===== config.mk =====
export PLATFORM = sky130hd
export DESIGN_NAME = fir_sample_sched
export DESIGN_NICKNAME = d
export VERILOG_FILES = /design/src/rtl/fir_sched_pkg.sv /design/src/rtl/fir_in_fifo.sv /design/src/rtl/fir_sample_sched.sv
export SDC_FILE = /design/constraint.sdc
export NUM_CORES = 1
export LEC_CHECK = 0
export ABC_AREA = 1
export BUFFER_PORTS_ARGS = -buffer_cell sky130_fd_sc_hd__buf_2
export CORE_MARGIN = 2
export CORE_UTILIZATION = 55
export DETAILED_ROUTE_END_ITERATION = 6
export PLACE_DENSITY = 0.88
export SLEW_MARGIN = 20
export SYNTH_ARGS = -nofsm -noshare
export SYNTH_HDL_FRONTEND = slang
export SYNTH_SLANG_ARGS = --single-unit

===== constraint.sdc =====
create_clock -name iClk_12MHz -period 3.3 [get_ports iClk_12MHz]
set_input_delay 0.66 -clock iClk_12MHz [delete_from_list [all_inputs] [get_ports iClk_12MHz]]
set_output_delay 0.66 -clock iClk_12MHz [all_outputs]
set_load 0.005 [all_outputs]

===== src/rtl/fir_sched_pkg.sv =====
// Shared defaults, widths and FSM state type for the FIR sample scheduler.
package fir_sched_pkg;
  localparam int DIV_DEFAULT     = 20;
  localparam int DEPTH_DEFAULT   = 4;
  localparam int OUT_LAT_DEFAULT = 2;
  localparam int SAMPLE_W        = 3;
  localparam int RESULT_W        = 16;
  localparam int CNT_W           = 8;   // wide enough for DIV up to 255

  typedef enum logic [1:0] {
    IDLE  = 2'd0,
    RUN   = 2'd1,
    FLUSH = 2'd2
  } schedState_e;
endpackage


===== src/rtl/fir_in_fifo.sv =====
// Small input sample FIFO with a registered read port and a registered ready flag.
module fir_in_fifo
  import fir_sched_pkg::*;
#(
  parameter int DEPTH = DEPTH_DEFAULT
) (
  input  logic                iClk_12MHz,
  input  logic                iRst,
  input  logic                push,
  input  logic [SAMPLE_W-1:0] pushData,
  input  logic                pop,
  output logic [SAMPLE_W-1:0] popData,
  output logic                empty,
  output logic                pushReady
);
  localparam int AW = $clog2(DEPTH);
  localparam int CW = $clog2(DEPTH + 1);

  logic [SAMPLE_W-1:0] mem [DEPTH];
  logic [AW-1:0]       wrPtr;
  logic [AW-1:0]       rdPtr;
  logic [CW-1:0]       count;
  logic [CW-1:0]       countNext;
  logic                doPush;
  logic                doPop;
  logic                fullNext;

  assign empty    = (count == '0);
  assign doPush   = push && pushReady;
  assign doPop    = pop && !empty;
  assign fullNext = (countNext == CW'(DEPTH));

  always_comb begin
    countNext = count;
    case ({doPush, doPop})
      2'b10:   countNext = count + CW'(1);
      2'b01:   countNext = count - CW'(1);
      default: countNext = count;
    endcase
  end

  always_ff @(posedge iClk_12MHz) begin
    if (doPush) mem[wrPtr] <= pushData;
  end

  // A pop on an empty FIFO still loads the read register, with zero.
  always_ff @(posedge iClk_12MHz) begin
    if (iRst) begin
      wrPtr     <= '0;
      rdPtr     <= '0;
      count     <= '0;
      pushReady <= 1'b0;
      popData   <= '0;
    end else begin
      count     <= countNext;
      pushReady <= !fullNext;
      if (doPush) wrPtr <= wrPtr + AW'(1);
      if (doPop)  rdPtr <= rdPtr + AW'(1);
      if (pop)    popData <= empty ? '0 : mem[rdPtr];
    end
  end
endmodule


===== src/rtl/fir_sample_sched.sv =====
// Paces samples from the input FIFO into the FIR at DIV-cycle intervals and captures its result.
module fir_sample_sched
  import fir_sched_pkg::*;
#(
  parameter int DIV     = DIV_DEFAULT,
  parameter int DEPTH   = DEPTH_DEFAULT,
  parameter int OUT_LAT = OUT_LAT_DEFAULT
) (
  input  logic                iClk_12MHz,
  input  logic                iRst,
  input  logic                iEn,
  input  logic                iInValid,
  input  logic [SAMPLE_W-1:0] iInData,
  output logic                oInReady,
  output logic                oEnSample_600kHz,
  output logic [SAMPLE_W-1:0] oFirIn,
  input  logic [RESULT_W-1:0] iFirOut,
  output logic                oOutValid,
  output logic [RESULT_W-1:0] oOutData,
  input  logic                iClrErr,
  output logic                oUnderrun
);
  localparam logic [CNT_W-1:0] LAST_PHASE = CNT_W'(DIV - 1);
  localparam logic [CNT_W-1:0] PRE_PHASE  = CNT_W'(DIV - 2);
  localparam logic [CNT_W-1:0] CAP_DELAY  = CNT_W'(OUT_LAT);

  schedState_e      state;
  logic [CNT_W-1:0] phaseCnt;
  logic [CNT_W-1:0] capCnt;
  logic             popNow;
  logic             fifoEmpty;
  logic             underrunStrobe;

  // Outputs are registered, so the strobe and its pop are decided one cycle early.
  assign popNow = (state == RUN) && iEn && (phaseCnt == PRE_PHASE);

  fir_in_fifo #(.DEPTH(DEPTH)) uInFifo (
    .iClk_12MHz (iClk_12MHz),
    .iRst       (iRst),
    .push       (iInValid),
    .pushData   (iInData),
    .pop        (popNow),
    .popData    (oFirIn),
    .empty      (fifoEmpty),
    .pushReady  (oInReady)
  );

  always_ff @(posedge iClk_12MHz) begin
    if (iRst) begin
      state            <= IDLE;
      phaseCnt         <= '0;
      capCnt           <= '0;
      oEnSample_600kHz <= 1'b0;
      oOutValid        <= 1'b0;
      oOutData         <= '0;
      oUnderrun        <= 1'b0;
      underrunStrobe   <= 1'b0;
    end else begin
      oEnSample_600kHz <= popNow;
      underrunStrobe   <= popNow && fifoEmpty;

      // A clear arriving with the underrun strobe itself is ignored.
      if (popNow && fifoEmpty)
        oUnderrun <= 1'b1;
      else if (iClrErr && !underrunStrobe)
        oUnderrun <= 1'b0;

      // capCnt counts down to the capture edge; it is idle at zero.
      oOutValid <= (capCnt == CNT_W'(1));
      if (capCnt == CNT_W'(1)) oOutData <= iFirOut;
      if (popNow)
        capCnt <= CAP_DELAY;
      else if (capCnt != '0)
        capCnt <= capCnt - CNT_W'(1);

      case (state)
        IDLE: begin
          phaseCnt <= '0;
          if (iEn) state <= RUN;
        end
        RUN: begin
          if (!iEn) begin
            phaseCnt <= '0;
            state    <= (capCnt != '0) ? FLUSH : IDLE;
          end else begin
            phaseCnt <= (phaseCnt == LAST_PHASE) ? '0 : phaseCnt + CNT_W'(1);
          end
        end
        FLUSH: begin
          phaseCnt <= '0;
          if (capCnt <= CNT_W'(1)) state <= IDLE;
        end
        default: begin
          phaseCnt <= '0;
          state    <= IDLE;
        end
      endcase
    end
  end
endmodule


==> results.json <==
{
  "hold_viol": 0,
  "rsz0062_at_grt": "false",
  "critPathRequiredTime_ns": 3.52,
  "synthDistinctLibCells": 25,
  "postSynthAreaPerCell_um2": 8.50,
  "crit_slowest_cell": "fa_1",
  "startpoint_type": "flop",
  "io_pins": 47,
  "portBuffers": 46,
  "grt-ovfl-total": 0,
  "clk-insertion-delay-late_ns": 0.34,
  "cts_setup_buffers": 0,
  "p_switching_uw": 696,
  "hpwlAfterDp_um": 3570,
  "dieHeight_um": 73.5,
  "multiInputGateArea_um2": 1110,
  "setup-tns-final_ns": 0,
  "crit_path_end_kind": "flop",
  "synthCells": 313,
  "cts_resized": 0,
  "fmax_mhz": 441,
  "skew_ns": 0.00671,
  "fill_cells": 383,
  "setup_viol": 0,
  "clkPwrFrac": 0.320,
  "max_cap_violations": 0,
  "routed_wl_um": 4890,
  "cpPeakStageDelay_ns": 0.49,
  "drt_iter0_drc": 77,
  "synth.top_cell.area_share": 0.384,
  "num_rows": 25,
  "n_antenna_cell": 0,
  "cts-root-buf": "clkbuf_8",
  "area_growth_pct": 18.3,
  "outcome": "finished clean",
  "vias": 2086,
  "min_period_ns": 2.27,
  "die_area_um2": 5410,
  "drive_above_1_share": 0.221,
  "worstMarginPinSlew_ns": 0.340,
  "syn_nets": 348,
  "wl_per_cell_um": 11.5,
  "dp_slack_ns": 0.772,
  "crit_chain": "inv_2 -> nor2_2 -> nand2_1 -> nor2_2 -> nand2_4 -> nor2_8 -> ha_1 -> inv_1 -> fa_1 -> nand2_1 -> o21ai_0 -> a21oi_1 -> o21bai_1",
  "crit_type": "flop to flop",
  "seqPwrFrac": 0.430,
  "yosys_warnings": 0,
  "synth_area_um2": 2660,
  "cp.arrival_ns": 2.49,
  "intPower_uw": 1580,
  "hp-class": "flop to flop",
  "htreeDepth": 3,
  "clock_path_buffers": 2,
  "ys_seq_area_frac": 0.519,
  "die_x_um": 73.5,
  "antenna_found_initial": 0,
  "setup_slack_ns": 1.03,
  "place_congestion": 0.811,
  "dr.pass1.iters": 4,
  "drtAntennaViolNets": 0,
  "power_leakage_uw": 0.00148,
  "globalRouteTotalUtil": 0.207,
  "drcViolationCount": 0,
  "avgViaCountPerCell": 4.91,
  "cts-buffers-inserted": 9,
  "cts.sinks": 63,
  "synth-seq-cells": 63,
  "peakVddDrop_uv": 420,
  "ys_top_cells_by_area": "dfxtp_1 (38%), edfxtp_1 (14%), nor2_1 (10%)",
  "holdBufCountCts": 0,
  "timing.final.crit_share": 0.688,
  "core-area_um2": 4690,
  "start_util": 0.567,
  "relSlewSlack": 0.773,
  "switching_share": 0.306,
  "pwr-share-comb": 0.250,
  "power_density_nw_per_um2": 724,
  "grt_pass1_wl_um": 8300,
  "clk_pin_slew_worst_paths_ns": 0.07,
  "cts_tree": "yes",
  "worst-path-max-fanout": 5,
  "seqCellArea_um2": 1380,
  "finalNetCount": 401,
  "grt_pass1_vias": 1985,
  "grt_max_degree": 19,
  "synth_top_cell_by_area": "dfxtp_1",
  "finalMaxSlewViolations": 0
}
==> cell usage in the layout (no fill, tap or decap), drive strengths merged, types with 2 or more instances in the layout <==
master and instances:
xor2 4, nand4 2, xnor2 4, a21oi 9
dfxtp 51, bufinv 2, o21ai 30, clkbuf 12
nand3 13, inv 35, clkinv 2, buf 47
nand2 45, nor3 5, nor2 86, ha 10
edfxtp 12
==> layout make-up <==
type,instances,area share
timing repair buffer,47,0.0756
clock buffer,12,0.0461
tap,54,0.0215
inverter,35,0.0426
clock inverter,4,0.0223
multi-input combinational,210,0.353
sequential,63,0.439
==> power groups by stage <==
stage	clock (uW)	combinational, uW	sequential (uW)
finish	729	569	978
global route	773	650	994
CTS	740	577	979
detailed placement	0	575	991
floorplan	0	418	992
global placement	0	554	989
==> layer usage <==
layer | track usage | vias up | wire, um
met2 | 0.349 | 50 | 2300
li1 | - | 1095 | -
met1 | 0.228 | 930 | 2220
met4 | 0.115 | 0 | 123
met5 | 0 | - | 0
met3 | 0.0672 | 11 | 234
==> synthesized netlist by cell type <==
master / n
o21ai_0: 30
inv_2: 2
dfxtp_1: 51
buf_6: 2
fa_1: 1
nor2_2: 9
xor2_1: 4
inv_1: 32
nand2_4: 3
nor2_8: 2
inv_4: 1
nor3_1: 5
buf_2: 1
a21oi_1: 9
clkbuf_1: 2
nand2_2: 2
nor2_1: 73
ha_1: 10
nand4_1: 2
xnor2_1: 4
nand2_1: 40
o21bai_1: 1
nor2_4: 2
edfxtp_1: 12
nand3_1: 13
==> through the flow <==
step	power, uW	hold slack (ns)	utilization	cells	cell area (um^2)
after detailed placement	1570	0.426	0.625	409	2930
after CTS	2300	0.430	0.670	425	3150
after global placement	1540	0.416	0.625	409	2930
final	2280	0.428	0.670	425	3150
after global routing	2420	0.457	0.670	425	3150
after floorplan	1410	0.400	-	313	2660
==> kinds of logic (layout without fill, tap and decap cells) <==
group                      Yosys count  after routing  synth area share
DFF                                 63             63             0.519
xor gates and xnor gates             8              8            0.0263
adders and majority gates           11             11            0.0546
buffers and inverters               40             98            0.0635
and+or+nand+nor                    151            151             0.260
AOI/OAI and AO/OA                   40             40            0.0762
==> final timing paths <==
check                            startpoint           endpoint  slack, ns  cells after the start
worst max register to register  phaseCnt[4]  uInFifo.pushReady       1.03                     13
worst max-delay path            phaseCnt[4]  uInFifo.pushReady       1.03                     13
worst min-delay path               state[1]           state[0]       0.43                      1
worst min register to register     state[1]           state[0]       0.43                      1
==> state kept, by name, summed over array words and instances (netlist names), named ones only <==
| register | cells |
|---|---|
| oOutData | 16 |
| uInFifo.mem | 12 |
| capCnt | 8 |
| phaseCnt | 8 |
| uInFifo.count | 3 |
| uInFifo.popData | 3 |
| state | 2 |
| uInFifo.rdPtr | 2 |
| uInFifo.wrPtr | 2 |
| oEnSample_600kHz | 1 |
| oOutValid | 1 |
| oUnderrun | 1 |
| uInFifo.pushReady | 1 |
| underrunStrobe | 1 |
==> critical path, delay by kind of cell, from the launching register on <==
family | cells | cell delay [ns]
AOI/OAI and AO/OA | 3 | 0.36
DFF | 1 | 0.40
and+or+nand+nor | 6 | 0.60
adders and majority gates | 2 | 0.67
buffers and inverters | 2 | 0.13
Note: power is estimated with default switching activity, not from simulation.
